--- src/rtl/mem_bus_arbiter.sv ---
// Fixed-priority arbiter that multiplexes instruction fetch and data
// load/store requests onto one SRAM-like bus, one transaction at a time.
module mem_bus_arbiter (
    input  logic        clk,
    input  logic        rst,
    input  logic        inst_req,
    input  logic [31:0] inst_addr,
    output logic [31:0] inst_rdata,
    output logic        inst_data_ok,
    input  logic        data_req,
    input  logic        data_wr,
    input  logic [1:0]  data_size,
    input  logic [31:0] data_addr,
    input  logic [31:0] data_wdata,
    output logic [31:0] data_rdata,
    output logic        data_data_ok,
    output logic        bus_req,
    output logic        bus_wr,
    output logic [1:0]  bus_size,
    output logic [31:0] bus_addr,
    output logic [31:0] bus_wdata,
    input  logic        bus_addr_ok,
    input  logic        bus_data_ok,
    input  logic [31:0] bus_rdata,
    output logic        i_stall,
    output logic        d_stall
);

    typedef enum logic [1:0] {
        IDLE,
        ADDR,
        DATA
    } state_t;

    state_t      state;
    state_t      nextState;

    logic        grantData;
    logic        latWr;
    logic [1:0]  latSize;
    logic [31:0] latAddr;
    logic [31:0] latWdata;
    logic [31:0] instRdataQ;
    logic [31:0] dataRdataQ;

    logic        grantEn;
    logic        grantDataNext;
    logic        respDone;
    logic        instOk;
    logic        dataOk;

    always_comb begin
        nextState     = state;
        grantEn       = 1'b0;
        grantDataNext = 1'b0;
        respDone      = 1'b0;
        unique case (state)
            IDLE: begin
                if (data_req) begin
                    grantEn       = 1'b1;
                    grantDataNext = 1'b1;
                    nextState     = ADDR;
                end else if (inst_req) begin
                    grantEn   = 1'b1;
                    nextState = ADDR;
                end
            end
            ADDR: begin
                if (bus_addr_ok) begin
                    nextState = DATA;
                end
            end
            DATA: begin
                if (bus_data_ok) begin
                    respDone  = 1'b1;
                    nextState = IDLE;
                end
            end
            default: nextState = IDLE;
        endcase
    end

    // A requester that withdrew mid-transaction gets no completion pulse.
    assign instOk = respDone & ~grantData & inst_req;
    assign dataOk = respDone & grantData & data_req;

    always_ff @(posedge clk) begin
        if (rst) begin
            state      <= IDLE;
            grantData  <= 1'b0;
            latWr      <= 1'b0;
            latSize    <= 2'd0;
            latAddr    <= 32'd0;
            latWdata   <= 32'd0;
            instRdataQ <= 32'd0;
            dataRdataQ <= 32'd0;
        end else begin
            state <= nextState;
            if (grantEn) begin
                grantData <= grantDataNext;
                latWr     <= grantDataNext ? data_wr : 1'b0;
                latSize   <= grantDataNext ? data_size : 2'd2;
                latAddr   <= grantDataNext ? data_addr : inst_addr;
                latWdata  <= grantDataNext ? data_wdata : 32'd0;
            end
            if (instOk) begin
                instRdataQ <= bus_rdata;
            end
            if (dataOk) begin
                dataRdataQ <= bus_rdata;
            end
        end
    end

    assign bus_req   = (state == ADDR);
    assign bus_wr    = latWr;
    assign bus_size  = latSize;
    assign bus_addr  = latAddr;
    assign bus_wdata = latWdata;

    assign inst_data_ok = instOk;
    assign data_data_ok = dataOk;
    assign inst_rdata   = instOk ? bus_rdata : instRdataQ;
    assign data_rdata   = dataOk ? bus_rdata : dataRdataQ;

    assign i_stall = inst_req & ~instOk;
    assign d_stall = data_req & ~dataOk;

endmodule

--- config.mk ---
export PLATFORM = sky130hd
export DESIGN_NAME = mem_bus_arbiter
export DESIGN_NICKNAME = d
export VERILOG_FILES = /design/src/rtl/mem_bus_arbiter.sv
export SDC_FILE = /design/constraint.sdc
export NUM_CORES = 1
export LEC_CHECK = 0
export BUFFER_PORTS_ARGS = -buffer_cell sky130_fd_sc_hd__buf_4
export CAP_MARGIN = 30
export CORE_ASPECT_RATIO = 1.75
export CORE_UTILIZATION = 25
export CTS_BUF_LIST = sky130_fd_sc_hd__clkbuf_8
export CTS_CLUSTER_SIZE = 28
export DETAILED_ROUTE_END_ITERATION = 8
export GPL_TIMING_DRIVEN = 0
export PLACE_DENSITY = 0.52
export RECOVER_POWER = 100
export SYNTH_ARGS = -nofsm -noshare
export SYNTH_HDL_FRONTEND = slang
export SYNTH_SLANG_ARGS = --single-unit
--- constraint.sdc ---
create_clock -name clk -period 2.25 [get_ports clk]
set_clock_uncertainty 0.05 [all_clocks]
set_input_delay 0.5625 -clock clk [delete_from_list [all_inputs] [get_ports clk]]
set_output_delay 0.5625 -clock clk [all_outputs]
set_load 0.01 [all_outputs]
[Word level (Yosys, flattened, before mapping)]
Cells that the tools add are included.
Storage, ports and cells
  logic and storage cells: 42
  register bits: 134
Cells by class
  equal/unequal tests: 5
  mux-type cells: 18
  bitwise operators: 9
  reductions and logical operators: 2
Operators with widths (number)
  $mux 32: 4
  $mux 2: 5
  $mux 1: 8
  $and 1x1->1: 6
  $pmux 2 s3: 1
  $ne 3x3->1 const B: 1
  $not 1->1: 3
  $reduce_and 3->1: 1
  $eq 2x1->1 const B: 1
  $eq 2x2->1 const B: 1
  $logic_not 2->1: 1
  $ne 2x1->1 const B: 1
  $ne 2x2->1 const B: 1

[Logic depth before layout (Yosys ltp)]
Gate-level depths: netlist of run 1.
  depth in word-level cells: 6
  gate-level depth with buffers: 5

[Least setup slack after synthesis of run 1]
OpenSTA, ideal clock, no wires.
  path kind: input to output
  start: input bus_data_ok
  end: output data_rdata[14]
  setup slack: 195 ps
  path buffers: 2
  stages on the path: 5
  arrival: 1443 ps
  data required time: 1637 ps
  cell sequence: and3b_1 nand3_1 buf_6 buf_6 mux2_4
On the way
  cells in the longest elaborated chain, start to end: 5
RTL lines
  from (decl): line 23  | input logic bus_data_ok,
  $mux 1: line 74  | if (bus_data_ok) begin
  $mux 1: line 57  | unique case (state)
  $and 1x1->1 (2 in series): line 85  | assign dataOk = respDone & grantData & data_req;
  $mux 32
  to (decl): line 15  | output logic [31:0] data_rdata,
Every way passes these cells.

[Worst setup path after layout of run 1]
  start: register state[0]
  end: output data_rdata[30]
On the way
  cells in the longest elaborated chain, start to end: 5
RTL lines
  from (decl): line 35  | state_t state;
  from (signal assigned): line 98  | state <= nextState;
  $eq 2x2->1: line 57
  $mux 1: line 57
  $and 1x1->1 (2 in series): line 85
  $mux 32
Every way passes these cells.

==> impl_metrics.yaml, run 1 <==
floorplanning:
  die_area_um2: 25500
  coreArea_um2: 24500
  start_util_pct: 25.3
  io_pins: 273
  chipWidth_um: 121
  rows: 76
  die_height_um: 211
sta:
  relSlewSlack_pct: 58.7
  fmax_mhz: 399
  rsz0062_at_grt: "yes"
  finalCriticalPeriod_ps: 2500
  setup_slack_ps: -253
  tightest_slew_ps: 617
  fin_crit_sh_pct: 111
  drv_slew: 0
  setup_violations: 66
  hold_viol_final: 0
logic_synthesis:
  synth-seq-area-share_pct: 43.2
  synth_nets: 774
  synth.cell_area_um2: 6210
  synthTopCellsByArea: "dfxtp_1 43%, mux2i_1 10%, nand2b_1 9.9%"
  avgSynthCellArea_um2: 9.75
  synth_seq_cells: 134
  synth_top_area_cell: "dfxtp_1"
  synth_top_area_share_pct: 43.2
  ys_types: 28
  synth_warnings: 0
  syn_inst: 637
drt:
  viasPerCell: 4.50
  routed_wl_um: 21300
  drtIter0Drc: 130
  dr.pass1.iters: 4
  drc: 0
  antenna_left: 0
  via_count: 5741
  routedWlPerCell_um: 16.7
global_routing:
  grtUsageTotal_pct: 16.8
  grt_remaining_overflow: 0
  grt_pass1_vias: 5960
  grt_max_degree: 17
  antenna_found_initial: 0
  grt_pass1_wl_um: 32300
cells_and_area:
  drive_above_1_share_pct: 43.5
  fin_util_pct: 39.1
  n_fill_cell: 2494
  diodes: 0
  fin_nets: 1088
  areaGrowthSynthToFinish_pct: 54.6
  most-common-layout-cells: "243 x buf_4, 131 x dfxtp_1, 98 x nand2b_1, 64 x mux2i_1, 55 x buf_6"
  layout_commonest_cell: "buf_4"
  stdcell_count: 1276
setup_path:
  worstSetupEndpointType: "output port"
  worstPathRequired_ps: 1640
  path_max_fanout: 8
  cpMaxStageDelayCell: "dfxtp_4"
  crit_type: "flip-flop to output port"
  critical_path.cell_chain: "and3b_2 > nand3_4 > buf_8 > buf_12 > mux2_4 > buf_6"
  slowest_delay_ps: 360
  worstSetupStartpointType: "flip-flop"
  crit_arrival_ps: 1890
placement:
  dp_cells: 1220
  gp_congestion: 0.745
  hpwl_um: 16000
  io_buffers: 271
  place_ws_ps: -270
clock_network:
  numClockSinks: 134
  numCtsBuffers: 17
  cts_max_path_buffers: 2
  clk_pin_slew_ps: 80
  cts-root-buf: "clkbuf_8"
  hold_buffers: 0
  cts_tree: "built"
  clock_latency_ps: 450
  htreeDepth: 4
run:
  cap_violations: 0
min_path:
  hold_class: "input port to flip-flop"
run_status:
  status: "complete, but fails checks"
  violations: "negative setup slack"
power:
  p_per_area_nw_per_um2: 571
  ir_worst_vdd_mv: 0.417
  p_leak_nw: 4.42
layout make-up:
type                    count  area [um^2]  area share, %
flip-flops and latches    134         2690           28.0
clock buffers              21          289           3.01
inverters                  38          160           1.67
plain buffers              52          349           3.64
multi-input cells         412         3160           32.9
repair buffers            296         2480           25.8
clock inverters            11         83.8          0.873
well taps                 312          390           4.07
per-stage QoR:
stage	setup TNS (ps)	instance area, um^2	power [mW]	hold slack (ps)
2_1_floorplan	0	6210	3.02	395
3_3_place_gp	-14530	8640	3.57	406
3_5_place_dp	-14930	8640	3.57	409
4_1_cts	-17810	9370	5.57	258
5_1_grt	-20920	9600	5.77	268
6_report	-15070	9600	5.49	304
worst max-delay path: cells and delay by family (launching register included):
kind                   cells  cell delay [ps]
muxes                      1              300
buffers and inverters      3              420
and+or+nand+nor            2              360
DFF                        1              360
cell families (layout without fill, tap and decap cells):
kind of cell    count (synthesis)  count (layout)  share of synthesized area, %
simple gates                  145             145                          13.3
mux                           128             128                          22.9
flops                         134             134                          43.2
compound gates                139             139                          13.9
buf+inv                        91             418                          6.73
where the power goes:
| group | internal, mW | switching, mW | leakage, nW |
|---|---|---|---|
| Clock | 0.970 | 0.981 | 0.197 |
| Sequential | 2.49 | 0.0603 | 1.10 |
| Combinational | 0.500 | 0.484 | 3.12 |
cells in the mapped netlist:
master and number:
a21oi_1 37, a221oi_1 33, a22oi_1 1, and3b_1 1, and4bb_2 1, buf_1 2, buf_2 7, buf_4 6
buf_6 6, clkbuf_1 32, dfxtp_1 134, inv_1 37, inv_2 1, mux2_2 47, mux2_4 17, mux2i_1 64
nand2_1 35, nand2_2 1, nand2b_1 98, nand3_1 1, nor2_1 4, nor2_2 1, nor2b_1 1, nor3b_2 1
o21ai_0 35, o21ai_1 1, o22ai_1 32, or2_1 1
what timing repair did:
item / in CTS / in global routing
cloned: 1 / 2
endpoints found under the setup margin: 66 / 67
setup buffers: 11 / 11
pin swaps: 3 / 1
gates resized for setup: 68 / 28
routing by layer:
metal / global-route usage (%) / wire, um / up-vias
li1: - / - / 2858
met5: 0 / 0 / -
met2: 31.3 / 11900 / 157
met3: 5.17 / 1310 / 17
met1: 17.0 / 7750 / 2709
met4: 6.39 / 374 / 0
sequential cells by signal (all words and copies together) (netlist names):
signal / flops
bus_wdata: 32
state: 2
bus_wr: 1
grantData: 1
bus_size: 2
instRdataQ: 32
dataRdataQ: 32
bus_addr: 32
path summary, 6_finish.rpt:
| kind | startpoint | end | slack, ps | cells past startpoint |
|---|---|---|---|---|
| hold / removal | data_wdata[7] | bus_wdata[7]$_SDFFE_PP0P_ | 300 | 3 |
| setup reg to reg | state[0]$_SDFFE_PP0P_ | bus_addr[30]$_SDFFE_PP0P_ | 390 | 5 |
| setup / recovery | state[0]$_SDFFE_PP0P_ | data_rdata[30] | -250 | 6 |
| hold reg to reg | bus_addr[25]$_SDFFE_PP0P_ | bus_addr[25]$_SDFFE_PP0P_ | 420 | 2 |
No activity file was read; power rests on OpenSTA's default activity.
==> run 2: changes to the inputs <==
CORE_UTILIZATION = 45   (was 25)
PLACE_DENSITY = 0.81   (was 0.52)
==> impl_metrics.yaml, run 2 (synthesis gave the netlist of run 1 again) <==
placement:
  gp_congestion: 0.826
  dp_cells: 1082
  hpwl_um: 14200
  io_buffers: 271
  place_ws_ps: -225
sta:
  rsz0062_at_grt: "yes"
  drv_slew: 0
  relSlewSlack_pct: 55.5
  finalCriticalPeriod_ps: 2510
  hold_viol_final: 0
  fmax_mhz: 398
  tightest_slew_ps: 665
  setup_violations: 66
  setup_slack_ps: -261
  fin_crit_sh_pct: 112
  whs_ps: 318
global_routing:
  antenna_found_initial: 0
  grtUsageTotal_pct: 25.9
  grt_pass1_wl_um: 29100
  grt_max_degree: 17
  grt_remaining_overflow: 0
  grt_pass1_vias: 5849
power:
  p_leak_nw: 4.32
  ir_worst_vdd_mv: 0.437
  p_per_area_nw_per_um2: 591
clock_network:
  htreeDepth: 4
  cts-root-buf: "clkbuf_8"
  numCtsBuffers: 17
  cts_max_path_buffers: 2
  clock_latency_ps: 430
  cts_tree: "built"
  numClockSinks: 134
  clk_pin_slew_ps: 100
drt:
  drtIter0Drc: 139
  routed_wl_um: 18600
  antenna_left: 0
  dr.pass1.iters: 6
  via_count: 5814
  drc: 0
  viasPerCell: 5.17
  routedWlPerCell_um: 16.5
floorplanning:
  die_height_um: 157
  coreArea_um2: 13500
  rows: 56
  die_area_um2: 14300
  start_util_pct: 46.2
  io_pins: 273
  chipWidth_um: 90.8
setup_path:
  worstSetupEndpointType: "output port"
  crit_type: "flip-flop to output port"
  cpMaxStageDelayCell: "and4bb_2"
  slowest_delay_ps: 380
  path_max_fanout: 10
  path_delay_family: "simple AND/OR/NAND/NOR gates"
  crit_arrival_ps: 1900
  critical_path.cell_chain: "and4bb_2 > nand2_8 > buf_12 > mux2_2 > buf_4"
  worstSetupStartpointType: "flip-flop"
  crit_buf_inv: 2
  worstPathRequired_ps: 1640
cells_and_area:
  layout_commonest_cell: "buf_4"
  fin_nets: 1075
  stdcell_count: 1125
  drive_above_1_share_pct: 42.8
  fin_util_pct: 68.7
  diodes: 0
  most-common-layout-cells: "245 x buf_4, 131 x dfxtp_1, 98 x nand2b_1, 64 x mux2i_1"
  areaGrowthSynthToFinish_pct: 48.7
run_status:
  violations: "negative setup slack"
  status: "complete, but fails checks"
run:
  cap_violations: 0
min_path:
  hold_class: "input port to flip-flop"
run 2: cell count changes in the layout (fill, tap and decap cells not counted), sizes merged:
| cell | change |
|---|---|
| buf | -12 |
| bufinv | -1 |
| clkbuf | -5 |
| clkinv | -2 |
| clkinvlp | -1 |
| inv | +8 |
run 2: final timing paths:
check	startpoint	end	slack, ps	depth (start not counted)
hold / removal	data_wdata[17]	bus_wdata[17]$_SDFFE_PP0P_	320	3
setup reg to reg	state[1]$_SDFFE_PP0P_	bus_wdata[20]$_SDFFE_PP0P_	470	5
hold reg to reg	bus_addr[17]$_SDFFE_PP0P_	bus_addr[17]$_SDFFE_PP0P_	420	2
setup / recovery	state[0]$_SDFFE_PP0P_	inst_rdata[25]	-260	5
run 2: stage by stage:
step / setup TNS, ps / power (mW) / cell area, um^2
global route: -18850 / 5.71 / 9240
detailed placement: -10580 / 3.54 / 8460
CTS: -15180 / 5.50 / 9160
finish: -14210 / 5.46 / 9240
floorplan: 0 / 3.02 / 6210
global placement: -9590 / 3.53 / 8460
run 2: worst min-delay path, cell delays in order:
cell	delay, ps
buf_4	100
nand2_1	40
a21oi_1	50
run 2: power breakdown:
group          switching (mW)  leakage, nW  total (mW)  internal [mW]
Clock                    1.12        0.191        1.95          0.830
Sequential             0.0631         1.10        2.55           2.49
Combinational           0.465         3.03       0.953          0.489
run 2: metal layers:
metal  GRT usage (%)  part of all wire, %
met1            26.6                   36
met2            49.0                   55
met3            7.87                  6.2
met4            9.52                  2.5
met5               0                    0
run 2: timing repair:
action	4_1_cts	5_1_grt
endpoints found under the setup margin	66	66
gates cloned	1	0
pin swaps	2	1
setup buffers	10	0
resized for setup	58	19
hold buffers	0	0
run 2: area by class of cell:
type / instances / area, um^2
buffer: 53 / 343
clock buffer: 17 / 234
clock inverter: 15 / 154
fill: 1127 / 4220
inverter: 38 / 150
multi-input combinational: 412 / 3160
sequential: 134 / 2690
tap: 174 / 218
timing repair buffer: 282 / 2280
